File: config.mk
export PLATFORM = sky130hd
export DESIGN_NAME = bram_vector_writer
export DESIGN_NICKNAME = d
export VERILOG_FILES = /design/src/rtl/bram_vector_writer.sv
export SDC_FILE = /design/constraint.sdc
export NUM_CORES = 2
export LEC_CHECK = 0
export ABC_AREA = 0
export CORE_MARGIN = 5
export CORE_UTILIZATION = 30
export CTS_CLUSTER_DIAMETER = 100
export CTS_CLUSTER_SIZE = 20
export DETAILED_ROUTE_END_ITERATION = 6
export MAX_ROUTING_LAYER = met4
export SLEW_MARGIN = 25
export SYNTH_ARGS = -nofsm -noshare
export SYNTH_HDL_FRONTEND = slang
export SYNTH_SLANG_ARGS = --single-unit
File: constraint.sdc
create_clock -name clk -period 34.3 [get_ports clk]
set_input_delay 5.145 -clock clk [delete_from_list [all_inputs] [get_ports clk]]
set_output_delay 5.145 -clock clk [all_outputs]
set_load 0.1 [all_outputs]
File: src/rtl/bram_vector_writer.sv
// bram_vector_writer: write-side controller for the banked vector BRAM.
// Accepts a PIPE_WIDTH-word vector plus a row index over valid/ready. It then issues one
// single-word BRAM write cycle per word, with a per-word write mask.
// Optional post-write readback check is enabled by defining BRAM_VECTOR_WRITER_READBACK_CHECK_EN.
module bram_vector_writer #(
  parameter int unsigned varWIDTH   = 32,
  parameter int unsigned ADD_WIDTH  = 10,
  parameter int unsigned PIPE_WIDTH = 16,
  localparam int unsigned SEL_W = $clog2(PIPE_WIDTH),
  localparam int unsigned ROW_W = ADD_WIDTH - SEL_W
) (
  input  logic                           clk,
  input  logic                           rst,
  input  logic                           in_valid,
  output logic                           in_ready,
  input  logic [ROW_W-1:0]               in_row,
  input  logic [varWIDTH*PIPE_WIDTH-1:0] in_data,
  input  logic [PIPE_WIDTH-1:0]          in_mask,
  output logic [ADD_WIDTH-1:0]           bram_add,
  output logic [varWIDTH-1:0]            bram_data_in,
  output logic                           bram_cs,
  output logic                           bram_we,
  output logic [PIPE_WIDTH-1:0]          bram_oe,
  output logic                           busy,
`ifdef BRAM_VECTOR_WRITER_READBACK_CHECK_EN
  input  logic [varWIDTH*PIPE_WIDTH-1:0] bram_data_out,
  output logic                           check_err,
`endif
  output logic                           done
);

`ifdef BRAM_VECTOR_WRITER_READBACK_CHECK_EN
  typedef enum logic [1:0] {StIdle, StWrite, StRbIssue, StRbCheck} state_e;
`else
  typedef enum logic [0:0] {StIdle, StWrite} state_e;
`endif

  state_e                         state_q, state_d;
  logic [SEL_W-1:0]               cnt_q, cnt_d;
  logic [ROW_W-1:0]               row_q, row_d;
  logic [varWIDTH*PIPE_WIDTH-1:0] data_q, data_d;
  logic [PIPE_WIDTH-1:0]          mask_q, mask_d;

  logic [ADD_WIDTH-1:0]  add_d;
  logic [varWIDTH-1:0]   wdata_d;
  logic                  cs_d, we_d, busy_d, done_d;
  logic [PIPE_WIDTH-1:0] oe_d;
`ifdef BRAM_VECTOR_WRITER_READBACK_CHECK_EN
  logic                  err_d;
`endif

  assign in_ready = (state_q == StIdle) && !rst;

  // Next-state and next bus values; bus outputs are registered so each word owns a full cycle.
  always_comb begin
    state_d = state_q;
    cnt_d   = cnt_q;
    row_d   = row_q;
    data_d  = data_q;
    mask_d  = mask_q;
    add_d   = '0;
    wdata_d = '0;
    cs_d    = 1'b0;
    we_d    = 1'b0;
    oe_d    = '0;
    busy_d  = 1'b0;
    done_d  = 1'b0;
`ifdef BRAM_VECTOR_WRITER_READBACK_CHECK_EN
    err_d   = check_err;
`endif
    unique case (state_q)
      StIdle: begin
        if (in_valid && in_ready) begin
          row_d   = in_row;
          data_d  = in_data;
          mask_d  = in_mask;
          cnt_d   = '0;
          state_d = StWrite;
          // Word 0 goes out straight from the request so the bus starts next cycle.
          cs_d    = 1'b1;
          we_d    = in_mask[0];
          add_d   = {in_row, {SEL_W{1'b0}}};
          wdata_d = in_data[varWIDTH-1:0];
          busy_d  = 1'b1;
`ifdef BRAM_VECTOR_WRITER_READBACK_CHECK_EN
          err_d   = 1'b0;
`endif
        end
      end
      StWrite: begin
        if (cnt_q == {SEL_W{1'b1}}) begin
`ifdef BRAM_VECTOR_WRITER_READBACK_CHECK_EN
          // Read the whole row back with every written bank enabled.
          state_d = StRbIssue;
          cs_d    = 1'b1;
          add_d   = {row_q, {SEL_W{1'b0}}};
          oe_d    = mask_q;
          busy_d  = 1'b1;
`else
          state_d = StIdle;
          done_d  = 1'b1;
`endif
        end else begin
          cnt_d   = cnt_q + 1'b1;
          cs_d    = 1'b1;
          we_d    = mask_q[cnt_d];
          add_d   = {row_q, cnt_d};
          wdata_d = data_q[varWIDTH*cnt_d +: varWIDTH];
          busy_d  = 1'b1;
        end
      end
`ifdef BRAM_VECTOR_WRITER_READBACK_CHECK_EN
      StRbIssue: begin
        state_d = StRbCheck;
        busy_d  = 1'b1;
      end
      StRbCheck: begin
        state_d = StIdle;
        done_d  = 1'b1;
        for (int unsigned k = 0; k < PIPE_WIDTH; k++) begin
          if (mask_q[k] &&
              (bram_data_out[varWIDTH*k +: varWIDTH] != data_q[varWIDTH*k +: varWIDTH])) begin
            err_d = 1'b1;
          end
        end
      end
`endif
      default: state_d = StIdle;
    endcase
  end

  // State, request latches and registered BRAM bus; reset drops everything at once.
  always_ff @(posedge clk or posedge rst) begin
    if (rst) begin
      state_q      <= StIdle;
      cnt_q        <= '0;
      row_q        <= '0;
      data_q       <= '0;
      mask_q       <= '0;
      bram_add     <= '0;
      bram_data_in <= '0;
      bram_cs      <= 1'b0;
      bram_we      <= 1'b0;
      bram_oe      <= '0;
      busy         <= 1'b0;
      done         <= 1'b0;
`ifdef BRAM_VECTOR_WRITER_READBACK_CHECK_EN
      check_err    <= 1'b0;
`endif
    end else begin
      state_q      <= state_d;
      cnt_q        <= cnt_d;
      row_q        <= row_d;
      data_q       <= data_d;
      mask_q       <= mask_d;
      bram_add     <= add_d;
      bram_data_in <= wdata_d;
      bram_cs      <= cs_d;
      bram_we      <= we_d;
      bram_oe      <= oe_d;
      busy         <= busy_d;
      done         <= done_d;
`ifdef BRAM_VECTOR_WRITER_READBACK_CHECK_EN
      check_err    <= err_d;
`endif
    end
  end

endmodule

; Word level (Yosys, flattened, before mapping)
; Index checks and enable logic that the tools add are counted.
[totals]
register_bits = 583
output_inout_bits = 63
input_bits = 537
word_cells = 40
latchBits = 0
rom_bits = 0
mem_bits_rw = 0
n_memories = 0
[classes]
eq_ne = 3
reduce_logical = 5
n_mul = 0
bitwise = 1
n_lt_le_gt_ge = 1
shift = 1
div = 0
addsub = 1
mux = 19
[op_table]
columns = op, n
row1 = $shiftx 512x10->32, 1
row2 = $mux 32, 2
row3 = $pmux 32 s2, 1
row4 = $mux 10, 2
row5 = $pmux 10 s2, 1
row6 = $mux 4, 2
row7 = $pmux 4 s2, 1
row8 = $mux 1, 7
row9 = $lt 4x5->1 const B, 1
row10 = $add 4x1->4 const B, 1
row11 = $bmux 1 s4, 1
row12 = $eq 4x4->1 const B, 1
row13 = $pmux 1 s2, 2
row14 = $reduce_and 2->1, 2
row15 = $logic_and 1x1->1, 2
row16 = $ne 2x1->1 const B, 1
row17 = $ne 2x2->1 const B, 1
row18 = $logic_not 1->1, 1
row19 = $not 1->1, 1

; Longest topological paths before layout
[logic_depth]
ltp_word = 5
depth_mapped = 9

; Least setup slack after synthesis
; OpenSTA, ideal clock, no wires.
[synth_timing]
path_type = input-to-reg
start = input port rst
end = register data_q[270]
stages = 6
arrival_time_ns = 19.197
setup_slack_ns = 14.978
path_cell_list = inv_1 -> and3_1 -> buf_2 -> buf_2 -> buf_2 -> mux2_2
[synth_via]
elab_chain_len = 4
[synth_lines]
columns = item, line_no
row1 = "start, declared", 13  ; input logic rst,
row2 = $logic_not 1->1 (no source line), --
row3 = $logic_and 1x1->1, 52  ; assign in_ready = (state_q == StIdle) && !rst;
row4 = $logic_and 1x1->1, 73  ; if (in_valid && in_ready) begin
row5 = $reduce_and 2->1 (no source line), --
row6 = "end signal, assigned", 154  ; data_q <= data_d;
row7 = "end, declared", 41  ; logic [varWIDTH*PIPE_WIDTH-1:0] data_q, data_d;
; Every way passes these cells.
; A chain may end at the register's enable or synchronous reset.

; Worst setup path in the final report
[layout_timing]
start = input port rst
end = output port in_ready
[layout_via]
elab_chain_len = 2
[layout_lines]
columns = item, line_no
row1 = $logic_not 1->1 (no source line), --
row2 = $logic_and 1x1->1, 52
row3 = "end, declared", 15  ; output logic in_ready,
; Every way passes these cells.

==> qor.yml <==
outcome:
  run_status: "finished, final reports clean"
power:
  leakage_nw: 13.7
  ir_drop_mv: 0.0430
  powerDensity_nw_per_um2: 97.1
clocking:
  hold_buffers: 0
  path_clk_slew_ns: 0.09
  cts_tree: "done"
  postCtsSetupRepairBufs: 0
  cts_sinks: 583
  htree_levels: 2
  cts-resized-gates: 0
  cts_root_buffer: "clkbuf_16"
  clock_latency_ns: 0.57
  cts_buffers: 37
  cts_buffer_depth: 3
routing:
  drt_iter0_drc: 727
  post_drt_wl_per_cell_um: 24.4
  vias_per_cell: 4.72
  route.antenna.remaining_nets: 0
  drc: 0
  vias: 15900
  routed_wl_um: 82300
  drt_pre_antenna_iters: 5
global_routing:
  grt_pass1_vias: 17700
  grt.met3_usage_pct: 4.80
  gr-usage-met2_pct: 29.4
  antenna_found_initial: 41
  track_usage_pct: 17.9
  grt_max_degree: 212
  grt_first_pass_wirelength_um: 118000
  busiest_layer: "met2"
  gr-usage-met1_pct: 22.0
  overflow: 0
die:
  fp.dieW_um: 303
  core-area_um2: 85300
  initial_core_util_pct: 30.2
  std_cell_rows: 107
  fp.dieArea_um2: 91900
  num_io_pins: 600
  die-height_um: 303
sta:
  worst_pin_slew_ns: 1.12
  finalSetupViolCount: 0
  slew_headroom_pct: 25.2
  drv_slew: 0
  period_needed_ns: 12.11
  finalClockSkew_ns: 0.0173
  hold_violations: 0
  fin_crit_sh_pct: 35.3
  fmax_mhz: 82.6
  layout_setup_ws_ns: 22.19
  rsz0062_at_grt: "false"
  setup_tns_ns: 0
placement:
  hpwl_um: 61000
  io_buffers: 583
  dp_slack_ns: 22.19
  place_congestion: 0.803
worst_setup_path:
  crit_path_start_kind: "input pin"
  critical_path_class: "input pin to output pin"
  cp.required_ns: 29.15
  slowest_delay_ns: 1.16
  crit_path_max_fanout: 2
  end_kind: "output pin"
  cp_common_cell: "clkdlybuf4s50_1"
  worst_path_max_delay_cell: "clkdlybuf4s50_1"
  crit_chain: "clkdlybuf4s50_1, nor2_1, clkdlybuf4s50_1"
  cp.arrival_ns: 6.96
finish:
  nets: 2712
  syn2layout_area_growth_pct: 31.0
  final_cell_mix: "dfrtp_1, clkdlybuf4s50_1, mux2_2"
  drive_above_1_share_pct: 33.6
  final_common_cell: "dfrtp_1"
synthesis:
  syn_avg_cell_area_um2: 15.7
  synth_warnings: 0
  seq_area_frac_synth_pct: 56.6
  syn_area_um2: 25800
  ys_ff_latch: 583
  syn_inst: 1646
  synthDistinctLibCells: 27
job:
  maxCapViolations: 0
worst_hold_path:
  hold_class: "flip-flop to flip-flop"
-- per-layer routing --
| metal | wire [um] | vias up |
|---|---|---|
| li1 | - | 7104 |
| met1 | 33600 | 8271 |
| met2 | 40600 | 428 |
| met3 | 5700 | 95 |
| met4 | 2370 | 0 |
| met5 | 0 | - |
-- where the power goes --
group | switching, mW | leakage (nW) | internal [mW]
logic | 0.833 | 6.18 | 0.769
clock network | 0.244 | 0.540 | 0.215
registers | 0.183 | 7.01 | 1.03
-- sequential cells by signal, indices dropped and copies added (netlist names) --
register,cells
data_q,512
bram_data_in,32
mask_q,16
bram_add,10
row_q,6
cnt_q,4
bram_we,1
done,1
state_q,1
-- critical path: cells and delay by family --
family,cells,cell delay (ns)
buffers and inverters,2,1.67
AND/OR/NAND/NOR,1,0.14
-- kinds of logic (layout without fill, tap and decap cells) --
group	after synthesis	count (layout)	share of synthesized area (%)
muxes	666	666	35.1
DFF	583	583	56.6
and+or+nand+nor	147	147	2.20
xor gates and xnor gates	3	3	0.102
adders and majority gates	1	1	0.0485
buffers and inverters	137	660	3.26
AOI/OAI and AO/OA	108	108	2.69
other	1	58	0.0146
-- layout make-up --
cell class                      count  area, um2
Clock inverter                      6       75.1
Inverter                            4       22.5
Multi-Input combinational cell    941      10400
Tap cell                         1144       1430
Timing Repair Buffer              607       6070
Fill cell                        8063      51500
Sequential cell                   583      14600
Antenna cell                       42        105
Clock buffer                       43       1020
-- cell usage after synthesis --
| cell type | count | area, um2 |
|---|---|---|
| nor2_1 | 5 | 18.8 |
| buf_6 | 13 | 146 |
| xor2_1 | 2 | 17.5 |
| nand2_1 | 135 | 507 |
| buf_2 | 80 | 400 |
| buf_8 | 1 | 15.0 |
| mux4_1 | 14 | 368 |
| and2_1 | 1 | 6.26 |
| mux4_2 | 118 | 2660 |
| inv_1 | 4 | 15.0 |
| mux2_2 | 534 | 6010 |
| ha_1 | 1 | 12.5 |
| conb_1 | 1 | 3.75 |
| and3_1 | 2 | 12.5 |
| clkbuf_1 | 5 | 18.8 |
| buf_4 | 30 | 225 |
| or2_2 | 1 | 6.26 |
| clkbuf_4 | 1 | 7.51 |
| xnor2_1 | 1 | 8.76 |
| dfrtp_1 | 583 | 14600 |
| a211o_1 | 33 | 289 |
| a21o_1 | 3 | 22.5 |
| a21oi_1 | 66 | 330 |
| nand2_2 | 1 | 6.26 |
| buf_1 | 3 | 11.3 |
| nand3_1 | 2 | 10.0 |
| a22o_1 | 6 | 52.6 |
-- through the flow --
stage | util, % | std cells | cell area (um2) | hold slack [ns] | power (mW)
floorplan | - | 1661 | 25800 | 0.462 | 2.36
global placement | 38.1 | 3278 | 32500 | 0.476 | 2.84
detailed placement | 38.1 | 3278 | 32500 | 0.479 | 2.88
CTS | 39.4 | 3327 | 33600 | 0.500 | 3.35
global route | 39.6 | 3367 | 33800 | 0.513 | 3.48
finish | 39.6 | 3370 | 33800 | 0.495 | 3.28
-- worst paths after layout --
check,depth (start not counted),endpoint,start,slack [ns]
max reg2reg,7,bram_data_in[13],cnt_q[0],30.12
min in group asynchronous,2,row_q[4],rst,5.16
min,1,bram_add[5],row_q[1],0.50
max,3,in_ready,rst,22.19
max in group asynchronous,5,data_q[483],rst,26.58
min reg2reg,1,bram_add[5],row_q[1],0.50
Power figures use the tool's default switching activity.
==> RTL edit: new RTL, same flow settings <==
Set the parameter `PIPE_WIDTH` to 8 (it was 16).
--- a/src/rtl/bram_vector_writer.sv
+++ b/src/rtl/bram_vector_writer.sv
@@ -5,7 +5,7 @@
 module bram_vector_writer #(
   parameter int unsigned varWIDTH   = 32,
   parameter int unsigned ADD_WIDTH  = 10,
-  parameter int unsigned PIPE_WIDTH = 16,
+  parameter int unsigned PIPE_WIDTH = 8,
   localparam int unsigned SEL_W = $clog2(PIPE_WIDTH),
   localparam int unsigned ROW_W = ADD_WIDTH - SEL_W
 ) (
Interface: changed (resized bram_oe, in_data, in_mask and in_row); port bits go from 600 to 329. The function was not compared with the original's and may differ.
==> RTL edit against the unedited design <==
Design area is 47% lower. Worst setup slack lost 210 ps. Power is 46% lower. Area after synthesis is 46% lower. Non-clock buffer count decreased by 275. Cell count is 30% lower. Routed wire length is 45% lower. Sequential cell count is 264 lower. Count of clock-buffer cells in the layout decreased by 23. Critical endpoint unchanged. Highest routed layer unchanged.
==> RTL edit: results (changes against the unedited design) <==
stage	metric	value	unit	change
placement	Area after DPL	17500	um2	-46%
synth	share of the synthesized area in the top cell type	57.5	%	+0.87 points
final_layout	multi-input logic area	5440	um2	-48%
routing	DR vias/cell	4.64		-1.6%
synth	most frequent cells after synthesis	852 x nand2_1, 319 x dfrtp_1, 81 x mux2i_1		
final_layout	top flop regs	data_q: 256 flops, bram_data_in: 32 flops, bram_add: 10 flops		
global_route	total track usage	17.8	%	-0.078 points
global_route	vias in the first global route	11560		-35%
power_and_ir_drop	Pleak	8.95	nW	-35%
routing	1st-iter DRT viols	767		+5.5%
global_route	initial antenna violation count	6		-85%
run_status	status	finished, final reports clean		
final_layout	share of cells above drive strength 1	3.93	%	-30 points
die	Die Wd	225	um	-26%
final_layout	Buffers, non-clock	332		-45%
final_layout	register area	7990	um2	-45%
placement	GP Congestion	0.827		+3.0%
global_route	met3 GRT Util	4.60	%	-0.20 points
global_route	first-pass GRT wire length	68.4	mm	-42%
clock_tree	Clock Latency Late Sink	530	ps	-40 ps
final_layout	Clock Buffer Count	20		-53%
routing	drt total wl	45.0	mm	-45%
final_layout	Ant. Diodes	6		-86%
global_route	grt met1 use	21.1	%	-0.92 points
placement	pre-CTS setup slack	22000	ps	-199 ps
clock_tree	Inserted Clock Buffers	19		-49%
placement	placed cell count	2333		-29%
final_layout	clk tree area frac	2.66	%	-0.58 points
routing	wl on met1	18.3	mm	-45%
placement	port bufs	320		-45%
critical_path	CP peak stage delay	1200	ps	+40 ps
final_layout	comb_multi_in	1082		+15%
synth	sequential share of the synthesized area	57.5	%	+0.87 points
final_layout	Fillers	4601		-43%
routing	met2 WL	22.8	mm	-44%
placement	post-detailed-placement half-perimeter wirelength	31.4	mm	-48%
-- RTL edit: report_power, final --
part           internal [mW]  leakage, nW  switching, mW
registers              0.552         3.98         0.0918
logic                  0.308         4.73          0.579
clock network         0.0997        0.235          0.125
total                  0.959         8.95          0.796
-- RTL edit: worst paths after layout --
kind | start | end | slack (ps) | depth (start not counted)
setup / recovery | rst | in_ready | 21980 | 3
hold / removal | data_q[216] | data_q[216] | 480 | 2
setup reg to reg | cnt_q[0] | bram_data_in[15] | 30620 | 5
hold reg to reg | data_q[216] | data_q[216] | 480 | 2
max in group asynchronous | rst | cnt_q[0] | 27800 | 3
min in group asynchronous | rst | mask_q[7] | 5190 | 2
-- RTL edit: cells by family after synthesis --
kind of cell | count (synthesis) | share of synthesized area (%)
flops | 319 | 57.5
buf+inv | 106 | 3.87
compound gates | 75 | 4.08
fa+ha+maj | 2 | 0.180
other cells | 1 | 0.0270
mux | 115 | 10.2
simple gates | 882 | 24.2
